## config.mk

```make
export PLATFORM = sky130hd
export DESIGN_NAME = led_pattern_engine
export DESIGN_NICKNAME = d
export VERILOG_FILES = /design/src/rtl/led_pattern_engine_pkg.sv /design/src/rtl/led_ramp_gen.sv /design/src/rtl/led_pattern_engine.sv
export SDC_FILE = /design/constraint.sdc
export NUM_CORES = 1
export LEC_CHECK = 0
export ABC_AREA = 1
export CELL_PAD_IN_SITES_DETAIL_PLACEMENT = 1
export CELL_PAD_IN_SITES_GLOBAL_PLACEMENT = 1
export CORE_MARGIN = 8
export CORE_UTILIZATION = 46
export DETAILED_ROUTE_END_ITERATION = 16
export DONT_BUFFER_PORTS = 1
export GPL_ROUTABILITY_DRIVEN = 0
export PLACE_DENSITY_LB_ADDON = 0.1
export SLEW_MARGIN = 20
export SYNTH_ARGS = -nofsm -noshare
export SYNTH_HDL_FRONTEND = slang
export SYNTH_HIERARCHICAL = 1
export SYNTH_SLANG_ARGS = --single-unit
```

## constraint.sdc

```tcl
create_clock -name clk -period 8.5 [get_ports clk]
set_input_delay 2.125 -clock clk [delete_from_list [all_inputs] [get_ports clk]]
set_output_delay 2.125 -clock clk [all_outputs]
set_load 0.05 [all_outputs]
```

## src/rtl/led_pattern_engine_pkg.sv

```systemverilog
// Shared definitions for the LED pattern engine.
// Contents:
//   mode_t   - pattern select encodings driven onto the 'mode' port
//   dir_t    - ramp / scan direction
//   PWM_MAX  - full-scale brightness for the default 8-bit PWM
//   pwm_max  - full-scale brightness for any PWM width
package led_pattern_engine_pkg;

    typedef enum logic [1:0] {
        MODE_ROTATE  = 2'd0,
        MODE_BREATHE = 2'd1,
        MODE_SCAN    = 2'd2,
        MODE_OFF     = 2'd3
    } mode_t;

    typedef enum logic {
        DIR_UP   = 1'b0,
        DIR_DOWN = 1'b1
    } dir_t;

    localparam int DEFAULT_PWM_BITS = 8;
    localparam int PWM_MAX          = (1 << DEFAULT_PWM_BITS) - 1;

    function automatic int pwm_max(input int bits);
        return (1 << bits) - 1;
    endfunction

endpackage

```

## src/rtl/led_ramp_gen.sv

```systemverilog
// Triangle brightness ramp used by the ROTATE and BREATHE patterns.
// Ports:
//   clk   - system clock
//   rst   - synchronous active-high reset
//   tick  - advance the ramp by one STEP (already qualified by the caller)
//   clear - restart the ramp at level 0 going up
//   level - current brightness, 0 .. 2^PWM_BITS-1
//   wrap  - high during the tick that brings the ramp back down to 0;
//           the caller registers it into its frame pulse
module led_ramp_gen
    import led_pattern_engine_pkg::*;
#(
    parameter int PWM_BITS = 8,
    parameter int STEP     = 1
) (
    input  logic                clk,
    input  logic                rst,
    input  logic                tick,
    input  logic                clear,
    output logic [PWM_BITS-1:0] level,
    output logic                wrap
);

    localparam logic [PWM_BITS-1:0] LEVEL_MAX = PWM_BITS'(pwm_max(PWM_BITS));
    localparam logic [PWM_BITS-1:0] STEP_V    = PWM_BITS'(STEP);
    // Threshold at which a further STEP would pass full scale.
    localparam logic [PWM_BITS-1:0] UP_LIMIT  = LEVEL_MAX - STEP_V;

    dir_t                dir;
    dir_t                dir_next;
    logic [PWM_BITS-1:0] level_next;

    always_ff @(posedge clk) begin
        if (rst) begin
            level <= '0;
            dir   <= DIR_UP;
        end else begin
            level <= level_next;
            dir   <= dir_next;
        end
    end

    // Saturate at both ends so the ramp never wraps around; the bottom
    // endpoint also marks the end of a fade frame.
    always_comb begin
        level_next = level;
        dir_next   = dir;
        wrap       = 1'b0;
        if (clear) begin
            level_next = '0;
            dir_next   = DIR_UP;
        end else if (tick) begin
            case (dir)
                DIR_UP: begin
                    if (level >= UP_LIMIT) begin
                        level_next = LEVEL_MAX;
                        dir_next   = DIR_DOWN;
                    end else begin
                        level_next = level + STEP_V;
                    end
                end
                DIR_DOWN: begin
                    if (level <= STEP_V) begin
                        level_next = '0;
                        dir_next   = DIR_UP;
                        wrap       = 1'b1;
                    end else begin
                        level_next = level - STEP_V;
                    end
                end
                default: ;
            endcase
        end
    end

endmodule

```

## src/rtl/led_pattern_engine.sv

```systemverilog
// PWM-dimmed LED pattern engine: rotating fade, breathing and bounce scan.
// Ports:
//   clk        - system clock (PLL output)
//   rst        - synchronous active-high reset
//   tick       - single-cycle prescaler enable that advances the pattern
//   mode       - 0 ROTATE, 1 BREATHE, 2 SCAN, 3 OFF
//   led        - registered LED drive, 1 = on
//   frame_done - one-cycle pulse at the end of a fade frame or scan sweep
module led_pattern_engine
    import led_pattern_engine_pkg::*;
#(
    parameter int NUM_LEDS = 5,
    parameter int PWM_BITS = 8,
    parameter int STEP     = 1
) (
    input  logic                clk,
    input  logic                rst,
    input  logic                tick,
    input  logic [1:0]          mode,
    output logic [NUM_LEDS-1:0] led,
    output logic                frame_done
);

    localparam int              POS_W    = $clog2(NUM_LEDS);
    localparam logic [POS_W-1:0] LAST_POS = POS_W'(NUM_LEDS - 1);

    logic [PWM_BITS-1:0] pwm_cnt;
    logic [PWM_BITS-1:0] level;
    logic [POS_W-1:0]    pos;
    logic [POS_W-1:0]    pos_next;
    dir_t                scan_dir;
    dir_t                scan_dir_next;
    mode_t               mode_in;
    mode_t               mode_q;
    logic                mode_change;
    logic                ramp_tick;
    logic                ramp_wrap;
    logic                scan_wrap;
    logic                frame_next;
    logic [NUM_LEDS-1:0] led_next;

    assign mode_in     = mode_t'(mode);
    assign mode_change = (mode_in != mode_q);
    // A tick coinciding with a mode change is dropped; the change wins.
    assign ramp_tick   = tick && !mode_change &&
                         ((mode_q == MODE_ROTATE) || (mode_q == MODE_BREATHE));

    led_ramp_gen #(
        .PWM_BITS (PWM_BITS),
        .STEP     (STEP)
    ) u_ramp (
        .clk   (clk),
        .rst   (rst),
        .tick  (ramp_tick),
        .clear (mode_change),
        .level (level),
        .wrap  (ramp_wrap)
    );

    // mode_q follows the input during reset so that releasing reset does
    // not look like a mode change.
    always_ff @(posedge clk) begin
        if (rst) begin
            pwm_cnt    <= '0;
            mode_q     <= mode_in;
            pos        <= '0;
            scan_dir   <= DIR_UP;
            led        <= '0;
            frame_done <= 1'b0;
        end else begin
            pwm_cnt    <= pwm_cnt + 1'b1;
            mode_q     <= mode_in;
            pos        <= pos_next;
            scan_dir   <= scan_dir_next;
            led        <= led_next;
            frame_done <= frame_next;
        end
    end

    // Position / scan direction. The scan flips direction on arriving at an
    // endpoint, so each endpoint is displayed for exactly one tick.
    always_comb begin
        pos_next      = pos;
        scan_dir_next = scan_dir;
        scan_wrap     = 1'b0;
        if (mode_change) begin
            pos_next      = '0;
            scan_dir_next = DIR_UP;
        end else if (tick) begin
            case (mode_q)
                MODE_ROTATE: begin
                    if (ramp_wrap) begin
                        pos_next = (pos == LAST_POS) ? '0 : pos + 1'b1;
                    end
                end
                MODE_SCAN: begin
                    if (scan_dir == DIR_UP) begin
                        pos_next = pos + 1'b1;
                        if (pos == LAST_POS - 1'b1) begin
                            scan_dir_next = DIR_DOWN;
                        end
                    end else begin
                        pos_next = pos - 1'b1;
                        if (pos == POS_W'(1)) begin
                            scan_dir_next = DIR_UP;
                            scan_wrap     = 1'b1;
                        end
                    end
                end
                default: ;
            endcase
        end
    end

    // ramp_wrap can only fire on a qualified ramp tick, so neither source is
    // active in OFF.
    assign frame_next = ramp_wrap | scan_wrap;

    always_comb begin
        led_next = '0;
        for (int i = 0; i < NUM_LEDS; i++) begin
            case (mode_q)
                MODE_ROTATE:  led_next[i] = (POS_W'(i) == pos) && (pwm_cnt < level);
                MODE_BREATHE: led_next[i] = (pwm_cnt < level);
                MODE_SCAN:    led_next[i] = (POS_W'(i) == pos);
                default:      led_next[i] = 1'b0;
            endcase
        end
    end

endmodule

```

# Yosys cells after proc, flatten, opt, wreduce, memory -nomap -nowiden
# Cells that the tools add are included.
# word_totals
ramBits	0
latchBits	0
output_inout_bits	6
word_cells	71
ff_bits	29
romBits	0
n_memories	0
inputBits	5
# classes
magnitude_cmp	3
shifts	0
n_reduce_logical	15
multipliers	0
div_mod_pow	0
bitwise	2
muxes	27
n_eq_ne	11
add_sub_neg	5
# op_table
op	n
$add 8x1->8 const B	2
$mux 8	2
$pmux 8 s2	1
$pmux 1 s3	5
$mux 1	14
$mux 3	3
$ge 8x8->1 const B	1
$le 8x1->1 const B	1
$lt 8x8->1	1
$sub 8x1->8 const B	1
$logic_and 1x1->1	7
$eq 2x3->1 const A	2
$pmux 3 s2	1
$add 3x1->3 const B	1
$eq 1x3->1 const A	1
$eq 3x1->1 const B	1
$eq 3x2->1 const B	1
$eq 3x3->1 const A	1
$eq 3x3->1 const B	1
$logic_not 3->1	1
$reduce_and 3->1	1
$sub 3x1->3 const B	1
$eq 2x1->1 const B	1
$eq 2x2->1 const B	1
11 further kinds	11

# Depth between registers and ports, before layout
# Gate-level depths: netlist of run 1.
# depth
word_depth	8
ltp_mapped	11
mapped_depth_nobuf	11

# Cells and area by module
# The synthesis of run 1 kept the hierarchy.
# by_module_without_submodules
mod	area_per_inst_um2	cells_each	instances	seq_area_each_um2
led_pattern_engine	1164.9	148	1	400.4
led_ramp_gen	837.1	147	1	180.2

# Least setup slack after synthesis of run 1
# OpenSTA, ideal clock, no wires.
# synth_timing
kind	in2reg
start	in mode[0]
end	reg pos[1]
path_slack_ns	4.328
t_required_ns	8.434
n_path_buf	0
setup_time_ns	0.066
cell_stages	10
arrival_ns	4.106
cell_sequence	xnor2_1 nand2_2 nor3_1 inv_1 nor4_1 nor2_2 nor3_2 o21ai_1 nand2b_4 a21oi_2
# synth_between
elab_chain_len	8
word_cells_on_any_way	9
classes_between	2 x eq/ne; 2 x mux; 5 x reduce/logical
# synth_rtl
element	line	text
from (decl)	led_pattern_engine.sv:19	input logic [1:0] mode,
$ne 2x2->1	led_pattern_engine.sv:43	assign mode_change = (mode_in != mode_q);
via mode_change	led_pattern_engine.sv:35	logic mode_change;
$logic_not 1->1	led_pattern_engine.sv:45	assign ramp_tick = tick && !mode_change &&
$logic_and 1x1->1 (2 in series)	led_pattern_engine.sv:45	
via ramp_tick	led_pattern_engine.sv:36	logic ramp_tick;
$mux 1	led_ramp_gen.sv:52	end else if (tick) begin
$mux 1	led_ramp_gen.sv:49	if (clear) begin
via ramp_wrap	led_pattern_engine.sv:37	logic ramp_wrap;
$ne 2x2->1 (no line)	n/a	
$reduce_and 3->1 (no line)	n/a	
to (signal assigned)	led_pattern_engine.sv:73	pos <= pos_next;
to (decl)	led_pattern_engine.sv:29	logic [POS_W-1:0] pos;
# The timed path passes the listed nets, and every way through them passes these cells.
# A chain may end at the register's enable or synchronous reset.

# Worst setup path in the final report of run 1
# layout_timing
start	in mode[0]
end	reg pos[2]
# The elaborated chain is that of the path after synthesis.

==> results.rst, run 1 <==
.. list-table::
   :header-rows: 1

   * - Metric
     - Value
   * - TritonCTS clock tree
     - done
   * - Post-layout util
     - 49.9%
   * - # IOs
     - 11
   * - Number of H-tree levels
     - 2
   * - Global-route usage over all layers
     - 17.5%
   * - Number of failing hold endpoints at the final stage
     - 0
   * - Power dissipated by switching net loads
     - 0.0826 mW
   * - Iteration count of the initial detailed-routing pass
     - 4
   * - CP required
     - 8670 ps
   * - Leak
     - 0.904 nW
   * - EDFF count, synth
     - 0
   * - Sequential cell area fraction in the yosys report
     - 29.0%
   * - Crit path DAT
     - 4480 ps
   * - Pwr Density
     - 135 nW/µm²
   * - Estimated wirelength of the detail-placed design
     - 4050 µm
   * - Worst supply voltage drop on vdd
     - 98.6 µV
   * - Post-Synthesis Net Count
     - 318
   * - Routed Wire Length
     - 5140 µm
   * - Routed length per instance
     - 14.6 µm
   * - Clock power share
     - 40.0%
   * - Count of cells resized by post-cts repair
     - 0
   * - Max-Slew Margin vs Limit
     - 50.9%
   * - Number of clock buffers inserted by TritonCTS
     - 5
   * - Critical Path Most Common Cell
     - sky130_fd_sc_hd__inv_1
   * - Post-Synthesis Mean Instance Area
     - 6.79 µm²
   * - Area grow syn2layout
     - 6.31%
   * - Post-detailed-route DRC marker count
     - 0
   * - Internal power component
     - 0.204 mW
   * - Average via count per standard cell
     - 5.27
   * - Slowest stage delay, CP
     - 580 ps
   * - Residual antenna-violating net count after detailed routing
     - 0
   * - Count of maximum capacitance violations
     - 0
   * - Crit Path Max Fanout
     - 10
   * - Crit. Startpoint
     - mode[0]
   * - Count of mapped cells out of synthesis
     - 295
   * - Ordered cell list for the critical path
     - xnor2_1 -> nand2_2 -> nor3_1 -> inv_1 -> nor4_1 -> nor2_2 -> nor3_2 -> inv_1 -> a21oi_1 -> a21oi_2
   * - Maximum root-to-sink buffer count
     - 2
   * - Cell with the biggest individual delay on the critical path
     - sky130_fd_sc_hd__nor3_1
   * - Proportion of power drawn by combinational gates
     - 8.7%
   * - TritonCTS sink count
     - 29
   * - Portion of synthesized cell area occupied by the leading cell type
     - 29.0%
   * - Critical Path Start Type
     - primary input
   * - Number of rows created at floorplan
     - 24
   * - Final number of setup-violating endpoints
     - 0
   * - Min cycle time layout
     - 4310 ps
   * - Leading area contributor after synthesis
     - sky130_fd_sc_hd__dfxtp_1
   * - Predominant post-synthesis flop cell
     - sky130_fd_sc_hd__dfxtp_1
   * - Core region area
     - 4260 µm²
   * - Worst min-delay path category
     - reg2reg
   * - Slew at the pin closest to its max-slew limit
     - 732 ps
   * - Input/output buffers
     - 0
   * - Clock Latency Late Sink
     - 290 ps
   * - Via count of the first global-routing pass
     - 1,919
   * - Sequential cell area
     - 581 µm²
   * - Overall via count from detail_route
     - 1,850
   * - Worst Hold Launch
     - pwm_cnt[0]$_SDFF_PP0_
   * - Root Buffer Master
     - sky130_fd_sc_hd__clkbuf_8
   * - Synth Cell Area
     - 2000 µm²
   * - Antenna diode count
     - 0
   * - Most utilized layer in the global route result
     - met2
   * - Area of the multi-input gates
     - 1220 µm²
   * - Worst setup EP type
     - flip-flop
   * - Outcome
     - finished, final reports clean
   * - Number of buffers inserted by hold repair at cts
     - 0
   * - Met2 track utilization from global routing
     - 29.0%
   * - Drt initial violations
     - 115
   * - Yosys warns
     - 6
   * - Pin count of the biggest net entering global routing
     - 11
   * - Initial Util
     - 46.9%
   * - Fill cell count
     - 588
   * - Floorplan die height
     - 82.0 µm
   * - Beginning of the worst register-to-register path
     - mode_q[1]$_DFF_P_
   * - Sum of internal, switching and leakage power
     - 0.286 mW
   * - Share of the cycle needed by the critical path after routing
     - 50.8%
   * - First-pass GRT wire length
     - 9160 µm
   * - Post-synth ARST share
     - 0%
   * - Clock-pin transition on the worst setup and hold timing paths
     - 60 ps
   * - Global routing met1 resource utilization
     - 21.7%
   * - Total global routing overflow
     - 0
   * - Total setup buffers inserted after CTS
     - 0
   * - Initial antenna violation count
     - 0
   * - NumNets Final
     - 321
   * - Number of max-slew violations in the final report
     - 0
   * - Cell types with the largest area share after synthesis
     - sky130_fd_sc_hd__dfxtp_1, sky130_fd_sc_hd__nand2_1, sky130_fd_sc_hd__ha_1
   * - Setup repair after global routing missed its margin
     - no
   * - Met3 Resource Use GR
     - 4.70%
   * - Number of distinct library cells after synthesis
     - 32
   * - Die outline width
     - 82.0 µm
   * - Setup_tns
     - 0 ps
   * - Layout cells sized above 1
     - 13.7%
   * - Maximum frequency from static timing analysis
     - 232 MHz
   * - DIE AREA
     - 6720 µm²
   * - Switching part of the total
     - 28.8%
   * - Power share of the sequential group
     - 51.4%
   * - Maximum clock skew at final layout
     - 7.10 ps
   * - Number of storage elements in the synthesis netlist
     - 29
   * - Kind of critical path
     - in2reg
-- Yosys cell counts, types with 2 or more instances --
| cell type | number |
|---|---|
| sky130_fd_sc_hd__nand2_1 | 72 |
| sky130_fd_sc_hd__inv_1 | 38 |
| sky130_fd_sc_hd__nor2_1 | 33 |
| sky130_fd_sc_hd__dfxtp_1 | 29 |
| sky130_fd_sc_hd__a21oi_1 | 23 |
| sky130_fd_sc_hd__ha_1 | 18 |
| sky130_fd_sc_hd__nand3_1 | 14 |
| sky130_fd_sc_hd__o21ai_0 | 12 |
| sky130_fd_sc_hd__nor2_2 | 6 |
| sky130_fd_sc_hd__a21oi_2 | 5 |
| sky130_fd_sc_hd__inv_2 | 5 |
| sky130_fd_sc_hd__nand2_2 | 4 |
| sky130_fd_sc_hd__o21ai_1 | 4 |
| sky130_fd_sc_hd__nand4_1 | 3 |
| sky130_fd_sc_hd__nor3_2 | 3 |
| sky130_fd_sc_hd__a31oi_1 | 2 |
| sky130_fd_sc_hd__buf_2 | 2 |
| sky130_fd_sc_hd__nand3_2 | 2 |
| sky130_fd_sc_hd__nor2_4 | 2 |
| sky130_fd_sc_hd__nor3_1 | 2 |
| sky130_fd_sc_hd__o21ai_2 | 2 |
| sky130_fd_sc_hd__xnor2_1 | 2 |
| sky130_fd_sc_hd__xnor2_2 | 2 |
| sky130_fd_sc_hd__xor2_1 | 2 |
-- metal layers --
| metal | wire length [µm] | vias up |
|---|---|---|
| met5 | 0 | - |
| li1 | - | 948 |
| met2 | 2370 | 31 |
| met3 | 215 | 8 |
| met4 | 73 | 0 |
| met1 | 2480 | 863 |
-- sequential cells by signal (all words and copies together) (netlist names) --
register	flops
mode_q	2
scan_dir	1
pos	3
pwm_cnt	8
u_ramp/level	8
u_ramp/dir	1
led	5
frame_done	1
-- area by class of cell --
cell class	instances	share of cell area (%)
Tap cell	52	3.06
Inverter	45	8.05
Clock inverter	3	0.823
Multi-Input combinational cell	217	57.6
Clock buffer	5	3.23
Sequential cell	29	27.3
-- final timing paths --
path	to	slack (ps)	depth (start not counted)
setup / recovery	pos[2]$_SDFFE_PP0P_	4190	10
hold / removal	pwm_cnt[0]$_SDFF_PP0_	460	1
setup reg to reg	pos[2]$_SDFFE_PP0P_	5490	10
hold reg to reg	pwm_cnt[0]$_SDFF_PP0_	460	1
-- metrics by stage --
step | cell area, µm² | hold WS (ps) | cells | setup WS [ps]
after global routing | 2130 | 513 | 351 | 3850
after floorplan | 2000 | 430 | 295 | 4330
after CTS | 2130 | 469 | 351 | 4210
after global placement | 2040 | 446 | 343 | 4010
final | 2130 | 460 | 351 | 4190
after detailed placement | 2040 | 453 | 343 | 3900
-- worst max-delay path, delay by kind of cell --
family | cells | cell delay [ps]
and+or+nand+nor | 5 | 1460
buffers and inverters | 2 | 470
AOI/OAI and AO/OA | 2 | 250
xor gates and xnor gates | 1 | 190
-- power groups by stage --
| stage | logic, mW | registers [mW] | clock network [mW] |
|---|---|---|---|
| 6_report | 0.0248 | 0.147 | 0.115 |
| 5_1_grt | 0.0287 | 0.148 | 0.125 |
| 4_1_cts | 0.0250 | 0.147 | 0.119 |
| 3_5_place_dp | 0.0247 | 0.150 | 0 |
| 3_3_place_gp | 0.0235 | 0.150 | 0 |
| 2_1_floorplan | 0.0211 | 0.149 | 0 |
-- cells by family (layout without fill, tap and decap cells) --
| kind of cell | count (synthesis) | after routing | share of synthesized area [%] |
|---|---|---|---|
| buf+inv | 49 | 53 | 9.81 |
| xor+xnor | 6 | 6 | 3.38 |
| simple gates | 143 | 143 | 32.4 |
| flops | 29 | 29 | 29.0 |
| fa+ha+maj | 18 | 18 | 11.3 |
| compound gates | 50 | 50 | 14.2 |
-- layout by cell type (no fill, tap or decap) --
master | Yosys | layout
sky130_fd_sc_hd__nor3_2 | 3 | 3
sky130_fd_sc_hd__dfxtp_1 | 29 | 29
sky130_fd_sc_hd__o21ai_1 | 4 | 4
sky130_fd_sc_hd__nor2_4 | 2 | 2
sky130_fd_sc_hd__clkinv_1 | 1 | 1
sky130_fd_sc_hd__nor3_1 | 2 | 2
sky130_fd_sc_hd__a31oi_1 | 2 | 2
sky130_fd_sc_hd__xnor2_1 | 2 | 2
sky130_fd_sc_hd__nand3_2 | 2 | 2
sky130_fd_sc_hd__nand3_1 | 14 | 14
sky130_fd_sc_hd__a21oi_1 | 23 | 23
sky130_fd_sc_hd__clkinv_2 | 0 | 2
sky130_fd_sc_hd__nand2b_4 | 1 | 1
sky130_fd_sc_hd__clkbuf_8 | 0 | 5
sky130_fd_sc_hd__a21oi_2 | 5 | 5
sky130_fd_sc_hd__o21ai_2 | 2 | 2
sky130_fd_sc_hd__xnor2_2 | 2 | 2
sky130_fd_sc_hd__nand2_2 | 4 | 4
sky130_fd_sc_hd__nor4_1 | 1 | 1
sky130_fd_sc_hd__nand2_1 | 72 | 72
sky130_fd_sc_hd__nor2_1 | 33 | 33
sky130_fd_sc_hd__ha_1 | 18 | 18
sky130_fd_sc_hd__nor2_2 | 6 | 6
sky130_fd_sc_hd__xor2_1 | 2 | 2
sky130_fd_sc_hd__clkinvlp_4 | 0 | 1
sky130_fd_sc_hd__o21a_1 | 1 | 1
sky130_fd_sc_hd__a21boi_1 | 1 | 1
sky130_fd_sc_hd__nand4_1 | 3 | 3
sky130_fd_sc_hd__o21ai_0 | 12 | 12
sky130_fd_sc_hd__inv_2 | 5 | 5
sky130_fd_sc_hd__inv_1 | 38 | 38
sky130_fd_sc_hd__inv_4 | 1 | 1
Note: power is estimated with default switching activity, not from simulation.
==> inputs of run 2 (changes only) <==
--- a/config.mk
+++ b/config.mk
@@ -9,7 +9,7 @@
 export CELL_PAD_IN_SITES_DETAIL_PLACEMENT = 1
 export CELL_PAD_IN_SITES_GLOBAL_PLACEMENT = 1
 export CORE_MARGIN = 8
-export CORE_UTILIZATION = 46
+export CORE_UTILIZATION = 45
 export DETAILED_ROUTE_END_ITERATION = 16
 export DONT_BUFFER_PORTS = 1
 export GPL_ROUTABILITY_DRIVEN = 0
==> constraint.sdc (replaced) <==
create_clock -name clk -period 4.5 [get_ports clk]
set_input_delay 1.125 -clock clk [delete_from_list [all_inputs] [get_ports clk]]
set_output_delay 1.125 -clock clk [all_outputs]
set_load 0.05 [all_outputs]
==> results.rst, run 2 (synthesized netlist as in run 1, its figures left out) <==
.. list-table::
   :header-rows: 1

   * - Metric
     - Value
   * - Initial antenna violation count
     - 0
   * - Residual antenna-violating net count after detailed routing
     - 0
   * - Via count of the first global-routing pass
     - 1,909
   * - Max-Slew Margin vs Limit
     - 52.4%
   * - Reg-to-reg critical path endpoint
     - pos[1]$_SDFFE_PP0P_
   * - Number of clock buffers inserted by TritonCTS
     - 5
   * - Maximum root-to-sink buffer count
     - 2
   * - Die outline width
     - 82.7 µm
   * - Iteration count of the initial detailed-routing pass
     - 4
   * - Clock Latency Late Sink
     - 290 ps
   * - Core region area
     - 4320 µm²
   * - Kind of critical path
     - in2reg
   * - TritonCTS clock tree
     - done
   * - Layout cells sized above 1
     - 13.4%
   * - Global-route usage over all layers
     - 17.0%
   * - Count of maximum capacitance violations
     - 0
   * - Post-detailed-route DRC marker count
     - 0
   * - Worst Hold Launch
     - pwm_cnt[0]$_SDFF_PP0_
   * - First-pass GRT wire length
     - 9030 µm
   * - Setup_tns
     - 0 ps
   * - Pwr Density
     - 281 nW/µm²
   * - Commonest cells after routing, fill and taps aside
     - sky130_fd_sc_hd__nand2_1, sky130_fd_sc_hd__inv_1, sky130_fd_sc_hd__nor2_1
   * - Slew at the pin closest to its max-slew limit
     - 709 ps
   * - Total setup buffers inserted after CTS
     - 0
   * - Cell area after placement
     - 2040 µm²
   * - Average via count per standard cell
     - 5.21
   * - Proportion of power drawn by combinational gates
     - 7.6%
   * - Number of rows created at floorplan
     - 24
   * - Number of buffers inserted by hold repair at cts
     - 0
   * - Worst setup EP type
     - flip-flop
   * - Smallest hold slack
     - 476 ps
   * - Fill cell count
     - 595
   * - Outcome
     - finished, final reports clean
   * - Finished Cell Area
     - 2160 µm²
   * - Estimated wirelength of the detail-placed design
     - 3950 µm
   * - Cells on Worst Hold Path
     - 1
   * - Most frequent standard cell in the layout excluding fill and tap cells
     - sky130_fd_sc_hd__nand2_1
   * - Leak
     - 0.919 nW
   * - Maximum frequency from static timing analysis
     - 301 MHz
   * - Setup repair after global routing missed its margin
     - no
   * - Sum of internal, switching and leakage power
     - 0.606 mW
   * - Worst min-delay path category
     - reg2reg
   * - Crit Path Max Fanout
     - 10
   * - Number of H-tree levels
     - 2
   * - Number of failing hold endpoints at the final stage
     - 0
   * - Clock-pin transition on the worst setup and hold timing paths
     - 70 ps
   * - Internal power component
     - 0.459 mW
   * - Critical Path Start Type
     - primary input
   * - Drt initial violations
     - 60
   * - NumNets Final
     - 321
   * - Switching part of the total
     - 24.3%
   * - Input/output buffers
     - 0
   * - Area grow syn2layout
     - 7.81%
   * - DIE AREA
     - 6840 µm²
   * - Final number of setup-violating endpoints
     - 0
   * - CP required
     - 4730 ps
   * - Overall via count from detail_route
     - 1,827
   * - Reg-to-reg setup timing slack
     - 1510 ps
   * - Floorplan die height
     - 82.7 µm
   * - Registers with the most flip-flops
     - pwm_cnt x8, u_ramp/level x8, led x5
   * - Root Buffer Master
     - sky130_fd_sc_hd__clkbuf_8
   * - Power dissipated by switching net loads
     - 0.147 mW
   * - Maximum clock skew at final layout
     - 9.47 ps
   * - Beginning of the worst register-to-register path
     - mode_q[1]$_DFF_P_
   * - Clock power share
     - 46.5%
   * - Number of max-slew violations in the final report
     - 0
   * - Count of cells resized by post-cts repair
     - 0
   * - Total global routing overflow
     - 0
   * - Power share of the sequential group
     - 45.9%
   * - Crit path DAT
     - 3550 ps
   * - Share of the cycle needed by the critical path after routing
     - 73.8%
   * - Min cycle time layout
     - 3320 ps
   * - # IOs
     - 11
   * - Worst supply voltage drop on vdd
     - 168 µV
   * - Worst-case hold path end point
     - pwm_cnt[0]$_SDFF_PP0_
   * - Pin count of the biggest net entering global routing
     - 11
   * - Routed length per instance
     - 14.4 µm
   * - Initial Util
     - 46.3%
   * - TritonCTS sink count
     - 29
   * - Routed Wire Length
     - 5050 µm
   * - Worst R2R Path Depth
     - 10
   * - Antenna diode count
     - 0
run 2: per-stage QoR:
stage	worst slack (ps)	instances	util [%]
after global placement	1000	343	47.2
after detailed placement	898	343	47.2
final	1180	351	49.9
after global routing	952	351	49.9
after floorplan	1330	295	-
after CTS	1200	351	49.9
run 2: worst max-delay path, cell delays in order:
cell                       delay (ps)
sky130_fd_sc_hd__xnor2_1          210
sky130_fd_sc_hd__nand2_2          130
sky130_fd_sc_hd__nor3_1           560
sky130_fd_sc_hd__inv_1            360
sky130_fd_sc_hd__nor4_1           510
sky130_fd_sc_hd__nor2_2            60
sky130_fd_sc_hd__nor3_2           180
sky130_fd_sc_hd__o21ai_1          140
sky130_fd_sc_hd__nand2b_4         170
sky130_fd_sc_hd__a21oi_2          100
run 2: layer usage:
metal | vias up | track usage (%) | share of wire (%)
li1 | 948 | - | -
met1 | 852 | 21.3 | 49
met2 | 21 | 28.1 | 46
met3 | 6 | 4.33 | 3.0
met4 | 0 | 4.83 | 1.1
met5 | - | 0 | 0
run 2: final cells by class:
cell class	count	area, µm²	area share, %
Inverter	45	171	7.94
Clock inverter	1	30.0	1.39
Sequential cell	29	581	26.9
Clock buffer	7	86.3	4.00
Multi-Input combinational cell	217	1220	56.8
Tap cell	52	65.1	3.01
run 2: worst max-delay path by stage:
stage / from / to / slack (ps) / depth (start not counted)
3_5_place_dp: mode[0] / pos[2]$_SDFFE_PP0P_ / 900 / 10
6_report: mode[0] / pos[1]$_SDFFE_PP0P_ / 1180 / 10
2_1_floorplan: mode[0] / pos[1]$_SDFFE_PP0P_ / 1330 / 10
4_1_cts: mode[0] / pos[1]$_SDFFE_PP0P_ / 1200 / 10
5_1_grt: mode[0] / pos[1]$_SDFFE_PP0P_ / 950 / 10
3_3_place_gp: mode[0] / pos[1]$_SDFFE_PP0P_ / 1000 / 10
run 2: power groups by stage:
stage                     Combinational (mW)  Sequential (mW)  Clock [mW]
final                                 0.0463            0.278       0.282
after global routing                  0.0534            0.279       0.299
after CTS                             0.0468            0.278       0.290
after detailed placement              0.0465            0.284           0
after global placement                0.0443            0.284           0
after floorplan                       0.0398            0.281           0
==> RTL change (settings of run 2) <==
Make the reset (`rst`) asynchronous in one clocked block. Comments in the files are not updated.
--- a/src/rtl/led_ramp_gen.sv
+++ b/src/rtl/led_ramp_gen.sv
@@ -30,7 +30,7 @@
     dir_t                dir_next;
     logic [PWM_BITS-1:0] level_next;
 
-    always_ff @(posedge clk) begin
+    always_ff @(posedge clk or posedge rst) begin
         if (rst) begin
             level <= '0;
             dir   <= DIR_UP;
Check against the original RTL: no difference found for any inputs over 10 cycles, from zero or initial values and one cycle with rst high; that may be too few to reach the edited logic, so the function may still have changed.
==> RTL change against run 2 <==
  * First-iteration DRC count increased by 13%
  * Critical path depth did not move
  * Power about the same
  * Wire length fell by 3.7%
  * Die area shrank 2.6%
  * Design area down 2.8%
  * Worst setup slack better by 0.78 ns
  * Maximum frequency rose by 31%
  * Area after synthesis fell by 3.2%
  * Via count shrank 5.3%
  * Sequential cell count unchanged
==> RTL change: results (changes against run 2) <==
clock_tree:
  cts-htree-levels: 2  # unchanged
  post-cts-setup-buffers: 0  # unchanged
  numCtsBuffers: 5  # unchanged
  cts.repair.resized: 0  # unchanged
  clock-root-buffer: "clkbuf_8"
  clock_path_buffers: 2  # unchanged
  clock_latency_ns: 0.29  # about the same
  clk_pin_slew_worst_paths_ns: 0.07  # about the same
yosys:
  synth_ff_type: "dfxtp_1"
  synth_cell_types: 31  # -3.1%
  yosys_warnings: 6  # unchanged
  synthArstFlopShare: 0.3103  # +0.3103
  yosys-top-cells-count: "nand2_1 (63), inv_1 (38), nor2_1 (25)"
  ys_top_cells_by_area: "dfxtp_1 (21%), nand2_1 (12%), dfrtp_1 (12%)"
  ys_seq_area_frac: 0.3230  # +0.03300
outcome:
  status: "finished, final reports clean"
flow_run:
  drv_cap: 0  # unchanged
final_layout:
  final_nets: 301  # -6.2%
  n_antenna_cell: 0  # unchanged
  largest_registers: "pwm_cnt: 8 flops, u_ramp/level: 8 flops, led: 5 flops"
  drive_gt1_frac: 0.1039  # -0.02984
  fillers: 568  # -4.5%
global_routing:
  grt.total_usage: 0.1684  # -0.002005
  grt_pass1_vias: 1816  # -4.9%
  grt_pass1_wl_mm: 8.700  # -3.6%
  grt_antenna_before_repair: 0  # unchanged
  grt_max_degree: 16  # +5
power:
  vdd_drop_max_mv: 0.1759  # +4.8%
  leakagePower_nw: 0.9734  # +5.9%
worst_setup_path:
  worstPathArrival_ns: 2.77  # -0.78 ns
  slowest_stage: "nor3_1"
  path_max_fanout: 6  # -4
  max_stage_delay_ns: 0.31  # -0.25 ns
sta:
  maxSlewHeadroom: 0.6694  # +0.1455
  fin_skew_ns: 0.007249  # -0.002216 ns
routing:
  dr.pass1.iters: 4  # unchanged
  wirelength_mm: 4.862  # -3.7%
  viasPerCell: 5.230  # +0.47%
  drt_iter0_drc: 68  # +13%
place:
  port_buffers: 0  # unchanged
  dp_hpwl_mm: 3.772  # -4.5%
  dpl_cell_area_sq_um: 1982  # -2.9%
min_path:
  hp-class: "reg2reg"
[RTL change: changes by cell type after synthesis, sizes merged, moves of 9 or more]
cell	change
dfrtp	+9
nand2	-11
nor2	-11
dfxtp	-9
[RTL change: kinds of logic (layout without fill, tap and decap cells)]
| kind of cell | count (synthesis) | after routing | synth area share |
|---|---|---|---|
| fa+ha+maj | 18 | 18 | 0.1163 |
| xor+xnor | 6 | 6 | 0.03489 |
| flops | 29 | 29 | 0.3230 |
| compound gates | 52 | 52 | 0.1454 |
| buf+inv | 46 | 51 | 0.09366 |
| simple gates | 123 | 123 | 0.2868 |
[RTL change: worst max-delay path, delay by kind of cell]
family / cells / cell delay (ns)
compound gates: 2 / 0.23
xor+xnor: 1 / 0.20
simple gates: 7 / 1.20
[RTL change: power breakdown]
part | total (mW) | leakage, nW | internal, mW | switching, mW
Sequential | 0.278 | 0.289 | 0.264 | 0.0142
Clock | 0.278 | 0.0543 | 0.166 | 0.113
Combinational | 0.0495 | 0.630 | 0.0161 | 0.0334
[RTL change: path summary, 6_finish.rpt]
path,to,slack (ns),from,cells past startpoint
worst min register to register,pwm_cnt[0]$_SDFF_PP0_,0.47,pwm_cnt[0]$_SDFF_PP0_,1
worst max-delay path,pos[1]$_SDFFE_PP0P_,1.96,mode[0],10
max in group asynchronous,u_ramp/dir$_DFFE_PP0P_,3.50,rst,1
worst max register to register,pos[1]$_SDFFE_PP0P_,2.27,mode_q[1]$_DFF_P_,10
min in group asynchronous,u_ramp/level[6]$_DFFE_PP0P_,0.71,rst,1
worst min-delay path,pwm_cnt[0]$_SDFF_PP0_,0.47,pwm_cnt[0]$_SDFF_PP0_,1
[RTL change: area by class of cell]
class,count,area share
multi-input cells,199,0.5388
clock inverters,3,0.02208
inverters,43,0.07697
well taps,52,0.03103
clock buffers,5,0.03282
flip-flops and latches,29,0.2983
[RTL change: per-stage QoR]
| stage | std cells | total power, mW | hold slack (ns) | setup slack, ns | util |
|---|---|---|---|---|---|
| finish | 331 | 0.6061 | 0.4690 | 1.964 | 0.4918 |
| CTS | 331 | 0.6158 | 0.4722 | 1.972 | 0.4918 |
| detailed placement | 323 | 0.3337 | 0.4567 | 1.659 | 0.4648 |
| floorplan | 274 | 0.3224 | 0.4297 | 1.886 | - |
| global placement | 323 | 0.3323 | 0.4475 | 1.740 | 0.4648 |
| global route | 331 | 0.6313 | 0.4968 | 1.784 | 0.4918 |
[RTL change: layer usage]
metal	wire (microns)	part of all wire	GRT usage	vias to the layer above
li1	-	-	-	890
met1	2202	0.45	0.1977	800
met2	2396	0.49	0.2872	30
met3	161	0.033	0.04486	11
met4	102	0.021	0.06316	0
met5	0	0	0	-
